`config.mk`:
```
export PLATFORM = sky130hd
export DESIGN_NAME = mul_acc_stage
export DESIGN_NICKNAME = d
export VERILOG_FILES = /design/src/rtl/mul_acc_stage.sv
export SDC_FILE = /design/constraint.sdc
export NUM_CORES = 1
export LEC_CHECK = 0
export BUFFER_PORTS_ARGS = -buffer_cell sky130_fd_sc_hd__clkbuf_2
export CAP_MARGIN = 20
export CORE_MARGIN = 4
export CORE_UTILIZATION = 45
export DETAILED_ROUTE_END_ITERATION = 7
export PLACE_DENSITY = 0.67
export SKIP_CTS_REPAIR_TIMING = 1
export SLEW_MARGIN = 25
export SYNTH_ARGS = -nofsm -noshare
export SYNTH_HDL_FRONTEND = slang
export SYNTH_SLANG_ARGS = --single-unit
```
`constraint.sdc`:
```
create_clock -name clk -period 3.6 [get_ports clk]
set_input_delay 0.18 -clock clk [delete_from_list [all_inputs] [get_ports clk]]
set_output_delay 0.18 -clock clk [all_outputs]
set_load 0.02 [all_outputs]
```
`src/rtl/mul_acc_stage.sv`:
```
// Multiply-accumulate back half: sums a programmed number of 128-bit products into a
// guarded accumulator and offers the result on a valid/ready handshake.
// Optional build macro MUL_ACC_SATURATE_EN clamps the accumulator on overflow instead of wrapping.
module mul_acc_stage #(
  parameter int GUARD = 8,
  parameter int CNT_W = 8,
  localparam int ACC_W = 128 + GUARD
) (
  input  logic             clk,
  input  logic             rst_n,
  input  logic             start,
  input  logic [CNT_W-1:0] len,
  input  logic [127:0]     prod,
  input  logic             prod_valid,
  output logic             prod_ready,
  output logic [ACC_W-1:0] acc_out,
  output logic             acc_valid,
  input  logic             acc_ready,
  output logic             busy,
  output logic             ovf
);

  typedef enum logic [1:0] {IDLE, ACCUM, DONE} state_t;

  state_t             state;
  state_t             state_next;
  logic [ACC_W-1:0]   acc;
  logic [CNT_W-1:0]   remaining;
  logic               ovf_flag;
  logic signed [ACC_W:0] sum_ext;
  logic               take;

  // Unsigned add with the carry kept in the extra top bit.
  function automatic logic [ACC_W:0] add_ext(input logic [ACC_W-1:0] a,
                                             input logic [127:0] p);
    logic [ACC_W:0] p_ext;
    p_ext        = '0;
    p_ext[127:0] = p;
    return {1'b0, a} + p_ext;
  endfunction

  function automatic logic [ACC_W-1:0] settle(input logic [ACC_W:0] s);
`ifdef MUL_ACC_SATURATE_EN
    return s[ACC_W] ? {ACC_W{1'b1}} : s[ACC_W-1:0];
`else
    return s[ACC_W-1:0];
`endif
  endfunction

  assign take       = (state == ACCUM) && prod_valid;
  assign sum_ext    = signed'(add_ext(acc, prod));
  assign prod_ready = (state == ACCUM);
  assign acc_valid  = (state == DONE);
  assign busy       = (state != IDLE);
  assign acc_out    = acc;
  assign ovf        = ovf_flag;

  always_comb begin
    state_next = state;
    case (state)
      IDLE: begin
        if (start) state_next = (len == '0) ? DONE : ACCUM;
      end
      ACCUM: begin
        if (take && remaining == CNT_W'(1)) state_next = DONE;
      end
      DONE: begin
        if (acc_ready) state_next = IDLE;
      end
      default: state_next = IDLE;
    endcase
  end

  always_ff @(posedge clk) begin
    if (!rst_n) begin
      state     <= IDLE;
      acc       <= '0;
      remaining <= '0;
      ovf_flag  <= 1'b0;
    end else begin
      state <= state_next;
      if (state == IDLE && start) begin
        acc       <= '0;
        ovf_flag  <= 1'b0;
        remaining <= len;
      end else if (take) begin
        acc       <= settle(sum_ext);
        ovf_flag  <= ovf_flag | sum_ext[ACC_W];
        remaining <= remaining - CNT_W'(1);
      end
    end
  end

endmodule

```
# --- Yosys cells after proc, flatten, opt, wreduce, memory -nomap -nowiden ---
# Cells that the tools add are included.
totals:
  reg_bits: 147
  inputBits: 141
  out_inout_bits: 140
  elab_cells: 30
classes:
  n_addsub: 2
  eq_ne: 6
  muxes: 7
  bitwise: 2
  n_reduce_logical: 9
ops:
  columns: ["cell", "count"]
  rows:
  - ["adder 136 x 128 -> 137 bit", 1]
  - ["2-to-1 mux 8 bit", 2]
  - ["== test 8 x 1 -> 1 bit (second input constant)", 1]
  - ["logical NOT 8 bit", 1]
  - ["2-to-1 mux 2 bit", 4]
  - ["subtractor 8 x 1 -> 8 bit (second input constant)", 1]
  - ["one-hot mux 2 bit (3 select lines)", 1]
  - ["inequality test 2 x 1 -> 1 bit (second input constant)", 2]
  - ["nonzero test 2 bit", 2]
  - ["logical AND 1 bit", 3]
  - ["AND reduction 3 bit", 1]
  - ["== test 2 x 1 -> 1 bit (second input constant)", 1]
  - ["== test 2 bit (second input constant)", 1]
  - ["logical NOT 2 bit", 1]
  - ["inequality test 2 bit (second input constant)", 1]
  - ["OR reduction 2 bit", 1]
  - ["inverter 1 bit", 1]
  - ["bitwise OR 1 bit", 1]

# --- Depth between registers and ports, before layout ---
depth:
  ltp_word: 5
  depth_mapped: 13
  mapped_depth_nobuf: 13

# --- Worst setup path after synthesis ---
# OpenSTA, ideal clock, no wires.
synth_path:
  kind: "register to register"
  start: "reg acc[0] (netlist: acc_out[0])"
  end: "reg acc[96] (netlist: acc_out[96])"
  setup_ps: 130
  t_arrival_ps: 3190
  t_required_ps: 3470
  path_slack_ps: 280
  path_stages_with_launch: 14
  n_path_buf: 0
  period_less_slack_ps: 3320
  cell_sequence: "dfxtp_1 ha_1 fa_1 a211oi_1 nor2_1 o31ai_2 nand2_1 a221oi_2 o221ai_1 or2_2 a31o_2 a21oi_1 xor2_1 o21ai_0"
synth_via:
  elab_chain_len: 1
synth_lines:
  columns: ["item", "line_no", "text"]
  rows:
  - ["from (decl)", "27", "logic [ACC_W-1:0] acc;"]
  - ["from (signal assigned)", "87", "acc <= settle(sum_ext);"]
  - ["adder 136 x 128 -> 137 bit", "39", "return {1'b0, a} + p_ext;"]
# Every way passes these cells.
# A chain may end at the register's enable or synchronous reset.

# --- Final worst setup path ---
layout_path:
  start: "reg acc[12] (netlist: acc_out[12])"
  end: "reg acc[69] (netlist: acc_out[69])"
# Same word-level chain as after synthesis.

==> flow_metrics.env <==
export IMPL_r2r_end="acc_out[69]$_SDFFE_PP0P_"
export IMPL_r2r_start="acc_out[12]$_SDFFE_PP0P_"
export IMPL_finalHoldViolCount=1
export IMPL_p_leak_uw=0.00782
export IMPL_dp_hpwl_mm=41.8
export IMPL_clock_sinks=147
export IMPL_clock_tree_root_cell="clkbuf_16"
export IMPL_regArea_um2=2940
export IMPL_finalCriticalPeriod_ps=3590
export IMPL_ios=281
export IMPL_worst_r2r_path_depth=16
export IMPL_portBuffers=280
export IMPL_die_h_um=185
export IMPL_placed_area_um2=16700
export IMPL_synth_edf_count=0
export IMPL_start_util_pct=45.8
export IMPL_area_growth_pct=25.5
export IMPL_ys_types=89
export IMPL_synth_nets=2280
export IMPL_fin_nets=2621
export IMPL_routed_wl_mm=52.7
export IMPL_dieArea_um2=34200
export IMPL_critPathArrivalTime_ps=3990
export IMPL_grt_usage_pct=29.5
export IMPL_routed_via_density=5.98
export IMPL_drive_above_1_share_pct=23.5
export IMPL_synth_area_um2=14100
export IMPL_holdPathStages=3
export IMPL_ys_seq_area_share_pct=20.9
export IMPL_cts_tree="done"
export IMPL_fin_hold_ws_ps=-5.69
export IMPL_synthCells=2008
export IMPL_avgSynthCellArea_um2=7.02
export IMPL_rsz0062_at_grt="true"
export IMPL_ant_nets=0
export IMPL_relSlewSlack_pct=43.5
export IMPL_cts_made_buffers=17
export IMPL_setup_viol=0
export IMPL_ys_ff_latch=147
export IMPL_rrSetupSlack_ps=6
export IMPL_p_per_area_nw_per_um2=329
export IMPL_post_drt_wl_per_cell_um=19.1
export IMPL_vias=16500
export IMPL_holdCritPathClass="in2reg"
export IMPL_ys_warn_count=0
export IMPL_layout_common_cells="325 x nand2_1, 288 x a21oi_1, 280 x clkbuf_2, 162 x buf_4, 147 x dfxtp_1"
export IMPL_critPathMaxFanout=7
export IMPL_critPathRequiredTime_ps=3990
export IMPL_whs_endpoint="remaining[3]$_SDFFE_PN0P_"
export IMPL_peakVddDrop_mv=0.378
export IMPL_final_common_cell="nand2_1"
export IMPL_cp_end_kind="register"
export IMPL_die_x_um=185
export IMPL_fillers=3037
export IMPL_grt_max_degree=89
export IMPL_multiInputGateArea_um2=10700
export IMPL_place_congestion=0.970
export IMPL_ys_flop_type="dfxtp_1"
export IMPL_finalMaxSlewViolations=0
export IMPL_clk_pin_slew_ps=70
export IMPL_insertion_delay_ps=450
export IMPL_drv_cap=0
export IMPL_hp_start="len[3]"
export IMPL_fin_area_um2=17700
export IMPL_timing_final_crit_share_pct=99.8
export IMPL_core_region_area_um2=30700
export IMPL_drt_iter0_drc=1493
export IMPL_grt_pass1_vias=15700
export IMPL_clock_fmax_mhz=278
export IMPL_violations="negative hold slack"
export IMPL_status="finished with violations"
export IMPL_synthArstFlopShare_pct=0
export IMPL_grt_pass1_wl_mm=81.8
export IMPL_worst_pin_slew_ps=836
export IMPL_antenna_found_initial=1
export IMPL_dr_pass1_iters=5
export IMPL_fin_skew_ps=10.6
export IMPL_startpoint_type="register"
export IMPL_overflow=0
export IMPL_htreeDepth=4
export IMPL_clockBufferDepth=2
export IMPL_placementRows=64
export IMPL_drc=0
export IMPL_crit_type="reg2reg"
## cells by family after synthesis
family	Yosys count	synth area share, %
adders and majority gates	131	11.7
DFF	147	20.9
and+or+nand+nor	719	23.9
AOI/OAI and AO/OA	718	31.3
buffers and inverters	180	5.20
muxes	3	0.213
xor gates and xnor gates	110	6.84
## power breakdown
part           switching [uW]  internal [uW]
clock network             797           1230
logic                    1250            751
registers                80.6           1720
total                    2130           3700
## area by class of cell
class | instances | area share (%)
multi-input combinational | 1681 | 60.7
sequential | 147 | 16.6
timing repair buffer | 444 | 15.0
tap | 396 | 2.80
clock buffer | 19 | 2.45
inverter | 58 | 1.23
clock inverter | 13 | 1.17
antenna | 1 | 0.0141
## layer usage
metal / GRT usage (%) / share of wire [%] / vias up
met4: 10.2 / 3.5 / 0
met5: 0 / 0 / -
met2: 48.6 / 45 / 637
li1: - / - / 8004
met1: 39.5 / 45 / 7741
met3: 4.48 / 6.4 / 116
## worst max-delay path by stage
stage / start / end / slack (ps) / cells after the start
after floorplan: acc_out[0]$_SDFFE_PP0P_ / acc_out[96]$_SDFFE_PP0P_ / 280 / 13
after global placement: acc_out[25]$_SDFFE_PP0P_ / acc_out[69]$_SDFFE_PP0P_ / 40 / 15
after detailed placement: acc_out[3]$_SDFFE_PP0P_ / acc_out[121]$_SDFFE_PP0P_ / -30 / 12
after CTS: acc_out[3]$_SDFFE_PP0P_ / acc_out[121]$_SDFFE_PP0P_ / -30 / 12
after global routing: acc_out[12]$_SDFFE_PP0P_ / acc_out[69]$_SDFFE_PP0P_ / -120 / 16
final: acc_out[12]$_SDFFE_PP0P_ / acc_out[69]$_SDFFE_PP0P_ / 6 / 16
## cell usage after synthesis, types with 13 or more instances
master    count  area share (%)
nand2_1     328             8.7
a21oi_1     293              10
dfxtp_1     147              21
o21ai_0     147             5.2
ha_1        130              12
nor2_1      126             3.4
nand4_1      79             3.5
clkbuf_1     72             1.9
inv_1        58             1.5
xnor2_1      57             3.5
xor2_1       53             3.3
a21o_1       52             2.8
o21bai_1     41             2.2
buf_2        38             1.3
nand3_1      36             1.3
nor3_1       28            0.99
or3_1        25             1.1
o21a_1       22             1.2
nor4_1       20            0.89
a211oi_1     19             1.0
o21ai_1      19            0.67
o31ai_1      17            0.91
a31oi_1      15            0.67
o211ai_1     14            0.75
and3_1       13            0.58
## registers in the layout, summed over array words and instances, names as in the netlist
| signal | flops |
|---|---|
| acc_out | 136 |
| remaining | 8 |
| state | 2 |
| ovf | 1 |
## worst max-delay path, cell delays in order (launching register included)
cell       delay, ps
dfxtp_1          360
ha_4             330
nand4_1          160
nor2_1           210
o2111ai_1        180
buf_4            210
a2111oi_4        330
buf_4            190
nor4_2            40
buf_4            180
o21bai_2         210
a31oi_2          150
o21bai_2         250
a21oi_1          100
buf_4            160
or4_1            400
nand3_1           80
## per-stage QoR
step	total power (uW)	setup slack (ps)	TNS (ps)	util [%]	cells
final	5820	6.12	0	57.5	2759
after floorplan	3060	280	0	-	2008
after CTS	5770	-34.1	-91.3	56.4	2751
after detailed placement	3740	-26.6	-26.6	54.3	2719
after global routing	6110	-116	-364	57.5	2759
after global placement	3720	42.2	0	54.3	2719
No activity file was read; power rests on OpenSTA's default activity.
